==> src/rtl/demux8_rr_sched.sv <==
// demux8_rr_sched: one-word buffer that demuxes each accepted word
// to one of 8 enabled channels, chosen round-robin.
// Ports:
//   clk, rst_n        clock, synchronous active-low reset
//   in_valid/in_ready upstream handshake, in_data upstream word
//   chan_en[7:0]      channel eligibility mask
//   out_ready[7:0]    per-channel downstream ready
//   out_valid[7:0]    one-hot valid toward the selected channel
//   out_data          held word, shared by all channels
//   sel[2:0]          index of the current target channel
//   busy              a word is held
//   drop_cnt[7:0]     saturating count of dropped words
module demux8_rr_sched #(
  parameter int WIDTH = 8
) (
  input  logic             clk,
  input  logic             rst_n,
  input  logic             in_valid,
  input  logic [WIDTH-1:0] in_data,
  output logic             in_ready,
  input  logic [7:0]       chan_en,
  input  logic [7:0]       out_ready,
  output logic [7:0]       out_valid,
  output logic [WIDTH-1:0] out_data,
  output logic [2:0]       sel,
  output logic             busy,
  output logic [7:0]       drop_cnt
);

  typedef enum logic {
    IDLE = 1'b0,
    HOLD = 1'b1
  } state_t;

  state_t           state_q;
  state_t           state_d;
  logic [WIDTH-1:0] hold_q;
  logic [2:0]       ptr_q;
  logic [2:0]       sel_q;
  logic [7:0]       drop_q;

  logic any_en;
  logic sel_en;
  logic accept;
  logic done;
  logic drop;
  logic move;

  // First set bit of m scanning start, start+1, ... (mod 8).
  // Scanning from the far end lets the nearest hit win.
  function automatic logic [2:0] first_en(
    input logic [7:0] m,
    input logic [2:0] start
  );
    logic [2:0] idx;
    logic [2:0] pos;
    idx = start;
    for (int k = 7; k >= 0; k--) begin
      pos = start + 3'(k);
      if (m[pos])
        idx = pos;
    end
    return idx;
  endfunction

  assign any_en = |chan_en;
  assign sel_en = chan_en[sel_q];

  assign accept = (state_q == IDLE)
                & in_valid & any_en;
  assign drop   = (state_q == HOLD) & ~any_en;
  assign move   = (state_q == HOLD)
                & any_en & ~sel_en;
  assign done   = (state_q == HOLD)
                & sel_en & out_ready[sel_q];

  always_ff @(posedge clk) begin
    if (!rst_n)
      state_q <= IDLE;
    else
      state_q <= state_d;
  end

  always_comb begin
    state_d = state_q;
    case (state_q)
      IDLE: if (accept)      state_d = HOLD;
      HOLD: if (done | drop) state_d = IDLE;
      default:               state_d = IDLE;
    endcase
  end

  always_comb begin
    in_ready  = 1'b0;
    busy      = 1'b0;
    out_valid = 8'h00;
    out_data  = '0;
    if (rst_n) begin
      out_data = hold_q;
      case (state_q)
        IDLE: in_ready = any_en;
        HOLD: begin
          busy      = 1'b1;
          out_valid = 8'h01 << sel_q;
        end
        default: ;
      endcase
    end
  end

  always_ff @(posedge clk) begin
    if (!rst_n) begin
      hold_q <= '0;
      ptr_q  <= 3'd0;
      sel_q  <= 3'd0;
      drop_q <= 8'd0;
    end else begin
      if (accept) begin
        hold_q <= in_data;
        sel_q  <= first_en(chan_en, ptr_q);
      end
      // sel itself is disabled here, so a scan from
      // sel+1 can only land on another channel
      if (move)
        sel_q <= first_en(chan_en, sel_q + 3'd1);
      if (done)
        ptr_q <= sel_q + 3'd1;
      if (drop && drop_q != 8'hFF)
        drop_q <= drop_q + 8'd1;
    end
  end

  assign sel      = sel_q;
  assign drop_cnt = drop_q;

endmodule

==> config.mk <==
export PLATFORM = sky130hd
export DESIGN_NAME = demux8_rr_sched
export DESIGN_NICKNAME = d
export VERILOG_FILES = /design/src/rtl/demux8_rr_sched.sv
export SDC_FILE = /design/constraint.sdc
export NUM_CORES = 1
export LEC_CHECK = 0
export CAP_MARGIN = 5
export CORE_UTILIZATION = 40
export CTS_BUF_LIST = sky130_fd_sc_hd__clkbuf_16
export DETAILED_ROUTE_END_ITERATION = 8
export PLACE_DENSITY_LB_ADDON = 0.15
export SKIP_CTS_REPAIR_TIMING = 1
export SYNTH_ARGS = -nofsm -noshare
export SYNTH_HDL_FRONTEND = slang
export SYNTH_SLANG_ARGS = --single-unit
==> constraint.sdc <==
create_clock -name clk -period 2.96 [get_ports clk]
set_input_delay 0.74 -clock clk [delete_from_list [all_inputs] [get_ports clk]]
set_output_delay 0.74 -clock clk [all_outputs]
set_load 0.05 [all_outputs]
==> results of run 1 <==
## Yosys cell counts, types with 5 or more instances
cell                       number  share of area
sky130_fd_sc_hd__a21oi_1       20          0.036
sky130_fd_sc_hd__xor2_1         6          0.019
sky130_fd_sc_hd__nor3_1         5         0.0090
sky130_fd_sc_hd__inv_1         11          0.015
sky130_fd_sc_hd__and3_1        11          0.025
sky130_fd_sc_hd__o21ai_0       12          0.022
sky130_fd_sc_hd__clkbuf_1      20          0.027
sky130_fd_sc_hd__mux4_2        19           0.15
sky130_fd_sc_hd__and2_1        14          0.032
sky130_fd_sc_hd__ha_1          11          0.050
sky130_fd_sc_hd__nand2_1       39          0.053
sky130_fd_sc_hd__nand4_1        5          0.011
sky130_fd_sc_hd__nand3_1       12          0.022
sky130_fd_sc_hd__nor2_1        21          0.028
sky130_fd_sc_hd__mux2_2        10          0.041
sky130_fd_sc_hd__dfxtp_1       23           0.17
sky130_fd_sc_hd__mux2i_1       15          0.054
sky130_fd_sc_hd__xnor2_1        7          0.022
## where the power goes
part           switching (µW)  total, µW  internal, µW
Clock                     108        290           182
Combinational             976       1980          1000
Sequential               41.8        384           342
Total                    1130       2650          1530
## per-layer routing
layer,vias to the layer above,GRT usage,wire length [µm]
li1,1403,-,-
met1,1367,0.296,3470
met2,107,0.404,4250
met4,0,0.0524,148
met5,-,0,0
met3,14,0.0350,576
## tightest hold or removal path, stage by stage (launching register included)
cell	delay [ps]
sky130_fd_sc_hd__dfxtp_1	300
sky130_fd_sc_hd__nand2_1	50
sky130_fd_sc_hd__a21oi_1	50
## state kept, by name, summed over array words and instances, names as in the netlist
register / cells
sel: 3
drop_cnt: 8
state_q: 1
hold_q: 8
ptr_q: 3
## how the worst max path moves through the flow
stage | startpoint | to | slack, ps | depth (start not counted)
floorplan | sel[0]$_SDFFE_PN0P_ | sel[1]$_SDFFE_PN0P_ | -40 | 10
global placement | chan_en[1] | sel[0]$_SDFFE_PN0P_ | -260 | 8
detailed placement | chan_en[1] | sel[1]$_SDFFE_PN0P_ | -320 | 8
CTS | chan_en[3] | in_ready | -100 | 8
global route | sel[0]$_SDFFE_PN0P_ | sel[1]$_SDFFE_PN0P_ | -6 | 10
finish | sel[0]$_SDFFE_PN0P_ | sel[0]$_SDFFE_PN0P_ | 70 | 10
## through the flow
| step | utilization | worst slack (ps) | power (µW) | hold WS, ps |
|---|---|---|---|---|
| CTS | 0.610 | -97.9 | 2560 | 451 |
| detailed placement | 0.597 | -318 | 2260 | 442 |
| finish | 0.633 | 74.4 | 2650 | 452 |
| global route | 0.633 | -5.84 | 2830 | 478 |
| global placement | 0.597 | -262 | 2240 | 438 |
| floorplan | - | -39.5 | 1660 | 432 |
## kinds of logic after synthesis
group | Yosys count | share of synthesized area
xor gates and xnor gates | 13 | 0.0411
and+or+nand+nor | 122 | 0.220
adders and majority gates | 11 | 0.0497
buffers and inverters | 39 | 0.0610
AOI/OAI and AO/OA | 67 | 0.167
muxes | 51 | 0.296
DFF | 23 | 0.166
## layout make-up
class                      count  area [µm²]
clock buffer                   3        75.1
timing repair buffer         119        1240
inverter                      12        57.6
fill                         555        2400
sequential                    23         469
multi-input combinational    264        2190
tap                           77        96.3
clock inverter                 1        5.00
==> metrics.md, run 1 <==
| Metric | Value |
|---|---|
| Worst path top cell family by delay | `multiplexers` |
| Top achievable clock speed | `347 MHz` |
| Area of the core | `6530 µm²` |
| Required time worst endpoint | `a little over 3000 ps` |
| Count of TritonRoute iterations in the first routing pass | `4` |
| Final hold violations | `0` |
| Number of antenna violations at the first check in global routing | `0` |
| WL per Instance | `16.9 µm` |
| Clock latency on the worst-skew pair | `~250 ps` |
| Peak per-stage delay on the critical path | `between 500 and 600 ps` |
| First-iteration detailed-routing DRC count | `roughly 160` |
| Via density | `5.79` |
| RD Place Congestion | `0.850` |
| Post-Layout Inst Area | `around 4100 µm²` |
| Detailed Route WL | `around 8400 µm` |
| Maximum clock insertion buffer count | `2` |
| Top-level I/O count | `56` |
| Setup Skew | `roughly 1.2 ps` |
| Root Buffer | `sky130_fd_sc_hd__clkbuf_16` |
| TritonCTS Sinks | `23` |
| Total standard cell area after synthesis | `between 2000 and 3000 µm²` |
| DP HPWL | `roughly 6300 µm` |
| Die Footprint | `7260 µm²` |
| Most used cells in the layout excluding fill and tap cells | `57 x sky130_fd_sc_hd__buf_4, 39 x sky130_fd_sc_hd__nand2_1, 30 x sky130_fd_sc_hd__clkdlybuf4s50_1` |
| Antenna cells | `0` |
| Reg2reg path depth | `10` |
| Cell-by-cell listing of the critical path | `ha_1 -> ha_2 -> mux4_2 -> mux2i_2 -> buf_4 -> nor3_1 -> o31ai_1 -> a21oi_1 -> mux2i_1 -> o21a_1` |
| Type of destination of the critical path | `register` |
| Syn Nets | `around 360` |
| Number of buffers created by CTS | `3` |
| Critical Path Source Type | `register` |
| Vias post-DR | `approximately 2900` |
| Origin of the worst min-delay path | `hold_q[2]$_SDFFE_PN0P_` |
| DRC errors left | `0` |
| Synth unique cells | `55` |
| End of the worst register-to-register path | `sel[0]$_SDFFE_PN0P_` |
| Max-slew headroom at the worst pin | `0.537` |
| Post-synth ARST share | `0` |
| Post-CTS clock slew at the launch and capture registers of the worst setup and hold paths | `roughly 60 ps` |
| Result of the run | `complete, no violations` |
| Post-layout nets | `461` |
| Transition time at the pin with the least slew margin | `693 ps` |
| Post-DRT Antenna Nets | `0` |
| Height of the die | `approximately 85 µm` |
| TritonCTS clock tree | `built` |
| Hold/Removal Path Class | `register to register` |
| Minimum setup slack among reg-to-reg paths | `approximately 74 ps` |
| Maximum number of pins on one net before global-route repair | `22` |
| R2r startpoint | `sel[0]$_SDFFE_PN0P_` |
| Horiz. Die Dim | `between 80 and 90 µm` |
| Min Clock Period, post-route | `just under 3000 ps` |
| Total setup violations reported at the end of the flow | `0` |
| Critical path peak fanout | `6` |
| Cells after DPL | `~480` |
| Terminating pin of the worst hold path | `hold_q[2]$_SDFFE_PN0P_` |
| Starting density of the core | `0.424` |
| Post-route setup TNS | `0 ps` |
| Worst hold path cell count | `2` |
| Number of storage elements in the synthesis netlist | `23` |
| Post-detailed-placement cell area | `3900 µm²` |
| Share of synthesized area occupied by flip-flops and latches | `0.166` |
| Most common flop cell mapped by yosys | `sky130_fd_sc_hd__dfxtp_1` |
| PortBufs | `55` |
| Worst ir drop on vdd | `between 0.3 and 0.4 mV` |
| Unrepaired setup endpoints after global routing | `yes` |
| Ratio of cells with drive above 1 in the final layout | `0.320` |
| Global-route wire length before repair | `~13000 µm` |
| Most common cell after layout, fill and taps aside | `sky130_fd_sc_hd__buf_4` |
| Count of flip-flops with a built-in enable after synthesis | `0` |
| Leakage power summed over all cells | `between 0.0015 and 0.002 µW` |
| Overall overflow remaining after global route | `0` |
| Global routing usage summed across all routing layers | `0.229` |
| CP max stage cell | `sky130_fd_sc_hd__mux4_2` |
| Number of buffers and inverters on the critical path | `1` |
| Worst path arrival time | `just over 3000 ps` |
| Gate count after technology mapping | `around 330` |
| Final period util | `0.975` |
| H-tree depth reported by CTS | `1` |
| Total number of placement rows | `29` |
| Vias in the first global route | `~2800` |
| Synthesized area per cell | `8.50 µm²` |
| Final std cells w/o fill | `~500` |
| Worst setup path category | `register to register` |
| Maximum capacitance violations | `0` |
| Number of max-slew violations in the final report | `0` |
| Power per cell area | `~640 nW/µm²` |
| Area growth syn-to-layout | `49.2%` |
| Warning count from the yosys run | `0` |
No activity file was read; power rests on OpenSTA's default activity.
==> run 2, diff against run 1 <==
--- a/config.mk
+++ b/config.mk
@@ -5,7 +5,6 @@
 export SDC_FILE = /design/constraint.sdc
 export NUM_CORES = 1
 export LEC_CHECK = 0
-export CAP_MARGIN = 5
 export CORE_UTILIZATION = 40
 export CTS_BUF_LIST = sky130_fd_sc_hd__clkbuf_16
 export DETAILED_ROUTE_END_ITERATION = 8
==> results of run 2 <==
Final layout, timing and power as in run 1 (identical DEF).
==> run 3, diff against run 2 <==
--- a/config.mk
+++ b/config.mk
@@ -5,7 +5,7 @@
 export SDC_FILE = /design/constraint.sdc
 export NUM_CORES = 1
 export LEC_CHECK = 0
-export CORE_UTILIZATION = 40
+export CORE_UTILIZATION = 45
 export CTS_BUF_LIST = sky130_fd_sc_hd__clkbuf_16
 export DETAILED_ROUTE_END_ITERATION = 8
 export PLACE_DENSITY_LB_ADDON = 0.15
==> run 3 against run 2 <==
Against the previous run:
- final area is 0.24% higher
- global-route usage is 2.7 points higher
- maximum frequency is 1.6% lower
- largest power group unchanged
- clock skew hardly changed
- sequential cell count stayed put
- register-to-register slack better by 70 ps
==> metrics.md, run 3 (synthesized netlist as in run 1, its figures left out) <==
| Metric | Value |
|---|---|
| Root Buffer | `sky130_fd_sc_hd__clkbuf_16` |
| PortBufs | `55 (unchanged)` |
| Top-level I/O count | `56 (unchanged)` |
| Most common cell after layout, fill and taps aside | `sky130_fd_sc_hd__buf_4` |
| Clock latency on the worst-skew pair | `250 ps (about the same)` |
| Max-slew headroom at the worst pin | `0.542 (+0.00467)` |
| Register cell area after layout | `469 µm² (unchanged)` |
| Final hold violations | `0 (unchanged)` |
| Ratio of cells with drive above 1 in the final layout | `0.319 (-0.000858)` |
| Total setup violations reported at the end of the flow | `0 (unchanged)` |
| Final period util | `0.990 (+0.0155)` |
| DP HPWL | `6240 µm (-0.90%)` |
| Antenna cells | `0 (unchanged)` |
| Critical Path Source Type | `primary input` |
| Leakage power summed over all cells | `0.00171 µW (-1.2%)` |
| Critical path peak fanout | `11 (+5)` |
| RD Place Congestion | `1.01 (+18%)` |
| Worst setup path category | `primary input to output pin` |
| Worst ir drop on vdd | `0.435 mV (+11%)` |
| Area growth syn-to-layout | `49.5%` |
| Maximum capacitance violations | `0 (unchanged)` |
| Via density | `6.01 (+3.8%)` |
| Post-route setup TNS | `0 ps (unchanged)` |
| Horiz. Die Dim | `80.5 µm (-5.6%)` |
| Post-DRT Antenna Nets | `0 (unchanged)` |
| Count of TritonRoute iterations in the first routing pass | `4 (unchanged)` |
| Hold/Removal Path Class | `register to register` |
| Global-route wire length before repair | `13000 µm (-2.4%)` |
| Detailed Route WL | `8480 µm (+0.44%)` |
| Vias post-DR | `2976 (+2.9%)` |
| DRC errors left | `0 (unchanged)` |
| Die Footprint | `6470 µm² (-11%)` |
| Number of antenna violations at the first check in global routing | `0 (unchanged)` |
| Multi-input gate area in the final layout | `2230 µm² (+1.6%)` |
| Post-Layout Inst Area | `4140 µm² (+0.24%)` |
| Required time worst endpoint | `2220 ps (-890 ps)` |
| Vias in the first global route | `2714 (-3.5%)` |
| R2r startpoint | `sel[1]$_SDFFE_PN0P_` |
| TritonCTS clock tree | `built` |
| Transition time at the pin with the least slew margin | `686 ps (-6.81 ps)` |
| Area of the core | `5920 µm² (-9.3%)` |
| Overall overflow remaining after global route | `0 (unchanged)` |
| Number of buffers created by CTS | `3 (unchanged)` |
| Reg2reg path depth | `9 (-1)` |
| Worst setup timing slack at the placement stage | `-298 ps (+20.3 ps)` |
| Global routing usage summed across all routing layers | `0.256 (+0.0269)` |
| Type of destination of the critical path | `output pin` |
| End of the worst register-to-register path | `sel[1]$_SDFFE_PN0P_` |
| H-tree depth reported by CTS | `1 (unchanged)` |
| Top achievable clock speed | `341 MHz (-1.6%)` |
| Height of the die | `80.5 µm (-5.6%)` |
| Result of the run | `complete, no violations` |
| Number of fillers in the final layout | `455 (-18%)` |
| Post-detailed-placement cell area | `3920 µm² (+0.39%)` |
| Hold slack | `450 ps (-2.06 ps)` |
| Post-layout nets | `459 (-0.43%)` |
| Min Clock Period, post-route | `2930 ps (+46.0 ps)` |
| Setup slack of the critical path after layout | `28.4 ps (-46.0 ps)` |
| Post-CTS clock slew at the launch and capture registers of the worst setup and hold paths | `60 ps (about the same)` |
| Starting density of the core | `0.468 (+0.0437)` |
| WL per Instance | `17.1 µm (+1.2%)` |
| Origin of the worst min-delay path | `hold_q[4]$_SDFFE_PN0P_` |
| Core utilization of the finished layout | `0.700 (+0.0669)` |
| Number of max-slew violations in the final report | `0 (unchanged)` |
| Total number of placement rows | `28 (-3.4%)` |
| Minimum setup slack among reg-to-reg paths | `140 ps (+70 ps)` |
| Maximum number of pins on one net before global-route repair | `22 (unchanged)` |
| Worst hold path cell count | `2 (unchanged)` |
| Power per cell area | `638 nW/µm² (-0.58%)` |
| Most used cells in the layout excluding fill and tap cells | `54 x sky130_fd_sc_hd__buf_4, 38 x sky130_fd_sc_hd__nand2_1, 31 x sky130_fd_sc_hd__clkdlybuf4s50_1` |
| Setup Skew | `0.771 ps (-0.401 ps)` |
| Terminating pin of the worst hold path | `hold_q[4]$_SDFFE_PN0P_` |
| First-iteration detailed-routing DRC count | `268 (+66%)` |
| Maximum clock insertion buffer count | `2 (unchanged)` |
| Worst path arrival time | `2190 ps (-840 ps)` |
| TritonCTS Sinks | `23 (unchanged)` |
-- run 3: cell count changes in the layout (fill, tap and decap cells not counted), sizes merged --
cell,before,now
buf,82,80
dlymetal6s2s,7,6
clkdlybuf4s50,30,31
-- run 3: metrics by stage --
| step | total power [µW] | std cells |
|---|---|---|
| 6_report | 2640 | 495 |
| 5_1_grt | 2810 | 495 |
| 4_1_cts | 2560 | 490 |
| 3_5_place_dp | 2260 | 486 |
| 3_3_place_gp | 2230 | 486 |
| 2_1_floorplan | 1660 | 326 |
-- run 3: how the worst max path moves through the flow --
stage | start | slack (ps) | to
CTS | chan_en[5] | -110 | in_ready
global placement | chan_en[1] | -200 | sel[1]$_SDFFE_PN0P_
floorplan | sel[0]$_SDFFE_PN0P_ | -40 | sel[1]$_SDFFE_PN0P_
detailed placement | chan_en[0] | -300 | sel[1]$_SDFFE_PN0P_
finish | chan_en[4] | 30 | in_ready
global route | chan_en[4] | -50 | sel[1]$_SDFFE_PN0P_
-- run 3: critical path: stages --
cell and delay [ps]:
sky130_fd_sc_hd__clkdlybuf4s50_1 470, sky130_fd_sc_hd__buf_6 140, sky130_fd_sc_hd__buf_4 140, sky130_fd_sc_hd__nor4_4 30
sky130_fd_sc_hd__buf_4 160, sky130_fd_sc_hd__nand2_1 110, sky130_fd_sc_hd__nand2_2 90, sky130_fd_sc_hd__nor2_2 120
sky130_fd_sc_hd__buf_6 170
-- run 3: metal layers --
layer	global-route usage	share of wire	vias up
met4	0.0696	0.016	0
met5	0	0	-
met3	0.0386	0.060	18
li1	-	-	1404
met1	0.325	0.42	1424
met2	0.447	0.50	130
-- run 3: final cells by class --
type | instances | share of cell area
Multi-Input combinational cell | 264 | 0.538
Timing Repair Buffer | 117 | 0.293
Sequential cell | 23 | 0.113
Tap cell | 75 | 0.0227
Clock buffer | 3 | 0.0181
Inverter | 12 | 0.0139
Clock inverter | 1 | 0.00121
-- run 3: power breakdown --
group          total (µW)  switching [µW]  internal, µW
registers             394            51.3           342
clock network         291             109           182
logic                1960             975           983
total                2640            1140          1510
